## config.mk

```make
export PLATFORM = sky130hd
export DESIGN_NAME = deadtime_gen
export DESIGN_NICKNAME = d
export VERILOG_FILES = /design/src/rtl/vsi_pkg.sv /design/src/rtl/sync_ff.sv /design/src/rtl/deadtime_gen.sv
export SDC_FILE = /design/constraint.sdc
export NUM_CORES = 1
export LEC_CHECK = 0
export BUFFER_PORTS_ARGS = -buffer_cell sky130_fd_sc_hd__buf_2
export CAP_MARGIN = 20
export CELL_PAD_IN_SITES_DETAIL_PLACEMENT = 1
export CELL_PAD_IN_SITES_GLOBAL_PLACEMENT = 1
export CORE_ASPECT_RATIO = 1.4
export CORE_MARGIN = 5
export CORE_UTILIZATION = 46
export CTS_BUF_LIST = sky130_fd_sc_hd__clkbuf_4 sky130_fd_sc_hd__clkbuf_8
export CTS_CLUSTER_DIAMETER = 100
export CTS_CLUSTER_SIZE = 20
export DETAILED_ROUTE_END_ITERATION = 16
export PLACE_DENSITY = 0.89
export SYNTH_ARGS = -nofsm -noshare
export SYNTH_HDL_FRONTEND = slang
export SYNTH_SLANG_ARGS = --single-unit
```

## constraint.sdc

```tcl
create_clock -name clk -period 5.5 [get_ports clk]
set_clock_uncertainty 0.05 [all_clocks]
set_input_delay 0.825 -clock clk [delete_from_list [all_inputs] [get_ports clk]]
set_output_delay 0.825 -clock clk [all_outputs]
set_load 0.03 [all_outputs]
```

## src/rtl/vsi_pkg.sv

```systemverilog
`default_nettype none
// +------------------------------------------------------------------+
// | vsi_pkg : shared types and constants for one VSI inverter leg     |
// | Revision: 1.0                                                     |
// +------------------------------------------------------------------+
package vsi_pkg;

  localparam int DT_W_DEF   = 8;
  localparam int PWM_PERIOD = 1000;

  typedef enum logic [2:0] {
    ST_OFF    = 3'd0,
    ST_DEAD_H = 3'd1,
    ST_HIGH   = 3'd2,
    ST_DEAD_L = 3'd3,
    ST_LOW    = 3'd4
  } leg_state_e;

endpackage
`default_nettype wire

```

## src/rtl/sync_ff.sv

```systemverilog
`default_nettype none
// +------------------------------------------------------------------+
// | sync_ff : two-flop synchronizer with selectable reset value       |
// | Revision: 1.0                                                     |
// +------------------------------------------------------------------+
module sync_ff #(
  parameter logic RST_VAL = 1'b1
) (
  input  logic clk,
  input  logic rst_n,
  input  logic i_d,
  output logic o_q
);

  logic [1:0] r_sync;

  always_ff @(posedge clk) begin
    if (!rst_n) begin
      r_sync <= {2{RST_VAL}};
    end else begin
      r_sync <= {r_sync[0], i_d};
    end
  end

  assign o_q = r_sync[1];

endmodule
`default_nettype wire

```

## src/rtl/deadtime_gen.sv

```systemverilog
`default_nettype none
// +------------------------------------------------------------------+
// | deadtime_gen : complementary gate drive with break-before-make    |
// |                dead time and latched driver-fault shutdown        |
// | Revision: 1.0                                                     |
// +------------------------------------------------------------------+
module deadtime_gen
  import vsi_pkg::*;
#(
  parameter int DT_W = DT_W_DEF
) (
  input  logic            clk,
  input  logic            rst_n,
  input  logic            en,
  input  logic            s,
  input  logic [DT_W-1:0] dt,
  input  logic            fault_n,
  input  logic            clr_fault,
  output logic            gh,
  output logic            gl,
  output logic            fault
);

  localparam logic [DT_W-1:0] C_DT_ONE = {{(DT_W-1){1'b0}}, 1'b1};

  leg_state_e      r_state;
  logic [DT_W-1:0] r_cnt;
  logic            r_s_q;
  logic            r_en_q;
  logic            r_gh;
  logic            r_gl;
  logic            r_fault;
  logic            w_fault_s;
  logic [DT_W-1:0] w_dt_load;
  logic            w_expire;
  logic            w_force_off;

  sync_ff #(
    .RST_VAL (1'b1)
  ) u_fault_sync (
    .clk   (clk),
    .rst_n (rst_n),
    .i_d   (fault_n),
    .o_q   (w_fault_s)
  );

  assign w_dt_load   = (dt == '0) ? C_DT_ONE : dt;
  assign w_expire    = (r_cnt <= C_DT_ONE);
  assign w_force_off = !w_fault_s || r_fault || !r_en_q;

  // Gate outputs are computed from the next state so they change on the same edge as it.
  always_ff @(posedge clk) begin
    if (!rst_n) begin
      r_state <= ST_OFF;
      r_cnt   <= '0;
      r_s_q   <= 1'b0;
      r_en_q  <= 1'b0;
      r_gh    <= 1'b0;
      r_gl    <= 1'b0;
      r_fault <= 1'b0;
    end else begin
      r_s_q  <= s;
      r_en_q <= en;
      r_gh   <= 1'b0;
      r_gl   <= 1'b0;

      if (!w_fault_s) begin
        r_fault <= 1'b1;
      end else if (clr_fault) begin
        r_fault <= 1'b0;
      end

      if (w_force_off) begin
        r_state <= ST_OFF;
        r_cnt   <= '0;
      end else begin
        unique case (r_state)
          ST_OFF: begin
            r_state <= r_s_q ? ST_DEAD_H : ST_DEAD_L;
            r_cnt   <= w_dt_load;
          end
          ST_DEAD_H: begin
            if (!r_s_q) begin
              r_state <= ST_LOW;
              r_cnt   <= '0;
              r_gl    <= 1'b1;
            end else if (w_expire) begin
              r_state <= ST_HIGH;
              r_cnt   <= '0;
              r_gh    <= 1'b1;
            end else begin
              r_cnt <= r_cnt - C_DT_ONE;
            end
          end
          ST_HIGH: begin
            if (!r_s_q) begin
              r_state <= ST_DEAD_L;
              r_cnt   <= w_dt_load;
            end else begin
              r_gh <= 1'b1;
            end
          end
          ST_DEAD_L: begin
            if (r_s_q) begin
              r_state <= ST_HIGH;
              r_cnt   <= '0;
              r_gh    <= 1'b1;
            end else if (w_expire) begin
              r_state <= ST_LOW;
              r_cnt   <= '0;
              r_gl    <= 1'b1;
            end else begin
              r_cnt <= r_cnt - C_DT_ONE;
            end
          end
          ST_LOW: begin
            if (r_s_q) begin
              r_state <= ST_DEAD_H;
              r_cnt   <= w_dt_load;
            end else begin
              r_gl <= 1'b1;
            end
          end
          default: begin
            r_state <= ST_OFF;
            r_cnt   <= '0;
          end
        endcase
      end
    end
  end

  assign gh    = r_gh;
  assign gl    = r_gl;
  assign fault = r_fault;

endmodule
`default_nettype wire

```

==> out/results.ini <==
[clock_network]
post_cts_resized=0
cts_hold_buf=0
cts-root-buf=clkbuf_4
cts.sinks=18
clk_pin_slew_ns=0.11
cts-htree-levels=1
cts_buffers=3
insertion_delay_ns=0.31
clockBufferDepth=2
cts_tree=built
cts_setup_buffers=0

[sta]
finalHoldViolCount=0
tns_ns=0
setup_violations=0
period_minus_slack_ns=2.271
fmax_mhz=440.3
relSlewSlack=0.5582
worstMarginPinSlew_ns=0.6627
setup_ws_ns=3.229
drv_slew=0
hold_slack_ns=0.3774
rsz0062_at_grt=false
period_share=0.4129

[placement]
placed_cell_area_mm2=0.001096
hpwl_um=2088
place_ws_ns=3.150
placedCellCount=149
portBuffers=16
gp_congestion=0.8787

[drt]
vias=1025
wl_per_cell_um=18.51
drtAntennaViolNets=0
drt_first_pass_iters=4
drc=0
viasPerCell=6.699
routed_wl_um=2832
first_iter_violations=40

[critical_path]
cp-start-kind=flop
required_ns=5.67
crit_type=flop to flop
timing.rr.start=r_cnt[0]
path_max_fanout=15
ff2ff_path_depth=6
endpoint_kind=flop
rr_endpoint=r_state[2]
r2r_setup_slack_ns=3.23
worst_ep_arrival_time_ns=2.44

[min_path]
hold_depth=1
hold_path_end=u_fault_sync.r_sync[1]
hold_path.class=flop to flop
min-delay-start=u_fault_sync.r_sync[0]

[global_route]
grt_busiest_layer=met2
antenna_found_initial=0
use_met3=0.04082
grt_pass1_wl_um=4685
grt_start_max_net_pins=16
met1_usage=0.1989
grt_usage=0.1830
grt_pass1_vias=1073
grt-ovfl-total=0
gr-usage-met2=0.3217

[synthesis]
ys_warn_count=0
yosysUniqueCellTypes=42
yosysMostFrequentCell=dfxtp_1
yosys.area.top_type=dfxtp_1
postSynthCellCount=116
syn-num-nets=132
ys_top_cells_by_area=dfxtp_1, a211oi_1, a21oi_1, a32oi_1, inv_1
syn_area_per_cell_um2=8.683
synth_edf_count=0
synthTopCellsByCount=dfxtp_1, a21oi_1, a211oi_1, inv_1, nor3_1
synth_flop_cell=dfxtp_1
syn_area_mm2=0.001007
ys_seq_area_frac=0.3578
synth_top_area_share=0.3578
synthArstFlopShare=0
synth-seq-cells=18

[power_and_ir_drop]
p_comb_frac=0.146
p_int_w=0.0001907
peakVddDrop_mv=0.1027
power_density_mw_per_mm2=233.0
power_frac_clock=0.324
switchingPower_w=0.00007310
switching_share=0.2771
p_seq_frac=0.530
cellLeakagePower_nw=0.4490

[finish]
fin_nets=148
num_antenna_cells=0
drive_above_1_share=0.1832
area_delta_synth_final_pct=12.42
final_design_area_no_fill_mm2=0.001132
stdcell_count=153

[die]
core_area_mm2=0.002127
pin_count=17
die-height_um=65.37
start_util=0.4735
num_rows=20
die_w_um=49.55
fp.dieArea_mm2=0.003239

[status]
outcome=finished, final reports clean

[run]
maxCapViolCount=0

final cells by class:
cell class              instances  area (µm²)
well taps                      22       27.53
inverters                       8       30.03
multi-input cells              84       590.6
fillers                       266       994.7
clock buffers                   4       36.28
repair buffers                 17       87.58
flip-flops and latches         18       360.3
through the flow:
step / utilization / total power [W]
2_1_floorplan: - / 0.0001679
3_3_place_gp: 0.5153 / 0.0001781
3_5_place_dp: 0.5153 / 0.0001808
4_1_cts: 0.5324 / 0.0002640
5_1_grt: 0.5324 / 0.0002759
6_report: 0.5324 / 0.0002638
worst max-delay path, cell delays in order, from the launching register on:
cell and delay (ns):
dfxtp_1 0.37, inv_1 0.10, ha_1 0.23, nor2_1 0.07, or4b_1 0.75, a211o_1 0.40
a211oi_1 0.23
state kept, by name, summed over array words and instances (netlist names):
| name | cells |
|---|---|
| fault | 1 |
| gh | 1 |
| gl | 1 |
| r_cnt | 8 |
| r_en_q | 1 |
| r_s_q | 1 |
| r_state | 3 |
| u_fault_sync.r_sync | 2 |
placed cells by master, fill, tap and decap left out, types with 4 or more instances in the layout:
master / instances
a21oi_1: 10
buf_2: 16
a211oi_1: 8
dfxtp_1: 18
nand2b_1: 4
nor3_1: 5
a32oi_1: 4
inv_1: 8
power by group through the flow:
stage	sequential [W]	clock, W	combinational, W
after detailed placement	0.000143	0	0.0000382
final	0.000140	0.0000854	0.0000386
after CTS	0.000140	0.0000858	0.0000385
after global routing	0.000141	0.0000933	0.0000421
after global placement	0.000142	0	0.0000360
after floorplan	0.000141	0	0.0000273
routing by layer:
layer  part of all wire  up-vias
li1                   -      485
met4              0.019        0
met3              0.044        7
met5                  0        -
met1               0.41      512
met2               0.53       21
how the worst max path moves through the flow:
stage,startpoint,endpoint,cells past startpoint
after detailed placement,rst_n,r_cnt[3],5
after global placement,rst_n,r_cnt[3],5
after global routing,r_cnt[3],r_state[2],4
after CTS,r_cnt[0],gl,6
after floorplan,r_cnt[3],r_cnt[3],6
final,r_cnt[0],r_state[2],6
cells by family (layout without fill, tap and decap cells):
kind of cell    count (synthesis)  in the layout  share of synthesized area
flops                          18             18                     0.3578
buf+inv                        14             29                    0.05590
xor+xnor                        1              1                   0.008697
simple gates                   33             33                     0.2137
compound gates                 48             48                     0.3391
fa+ha+maj                       2              2                    0.02484
Note: power is estimated with default switching activity, not from simulation.
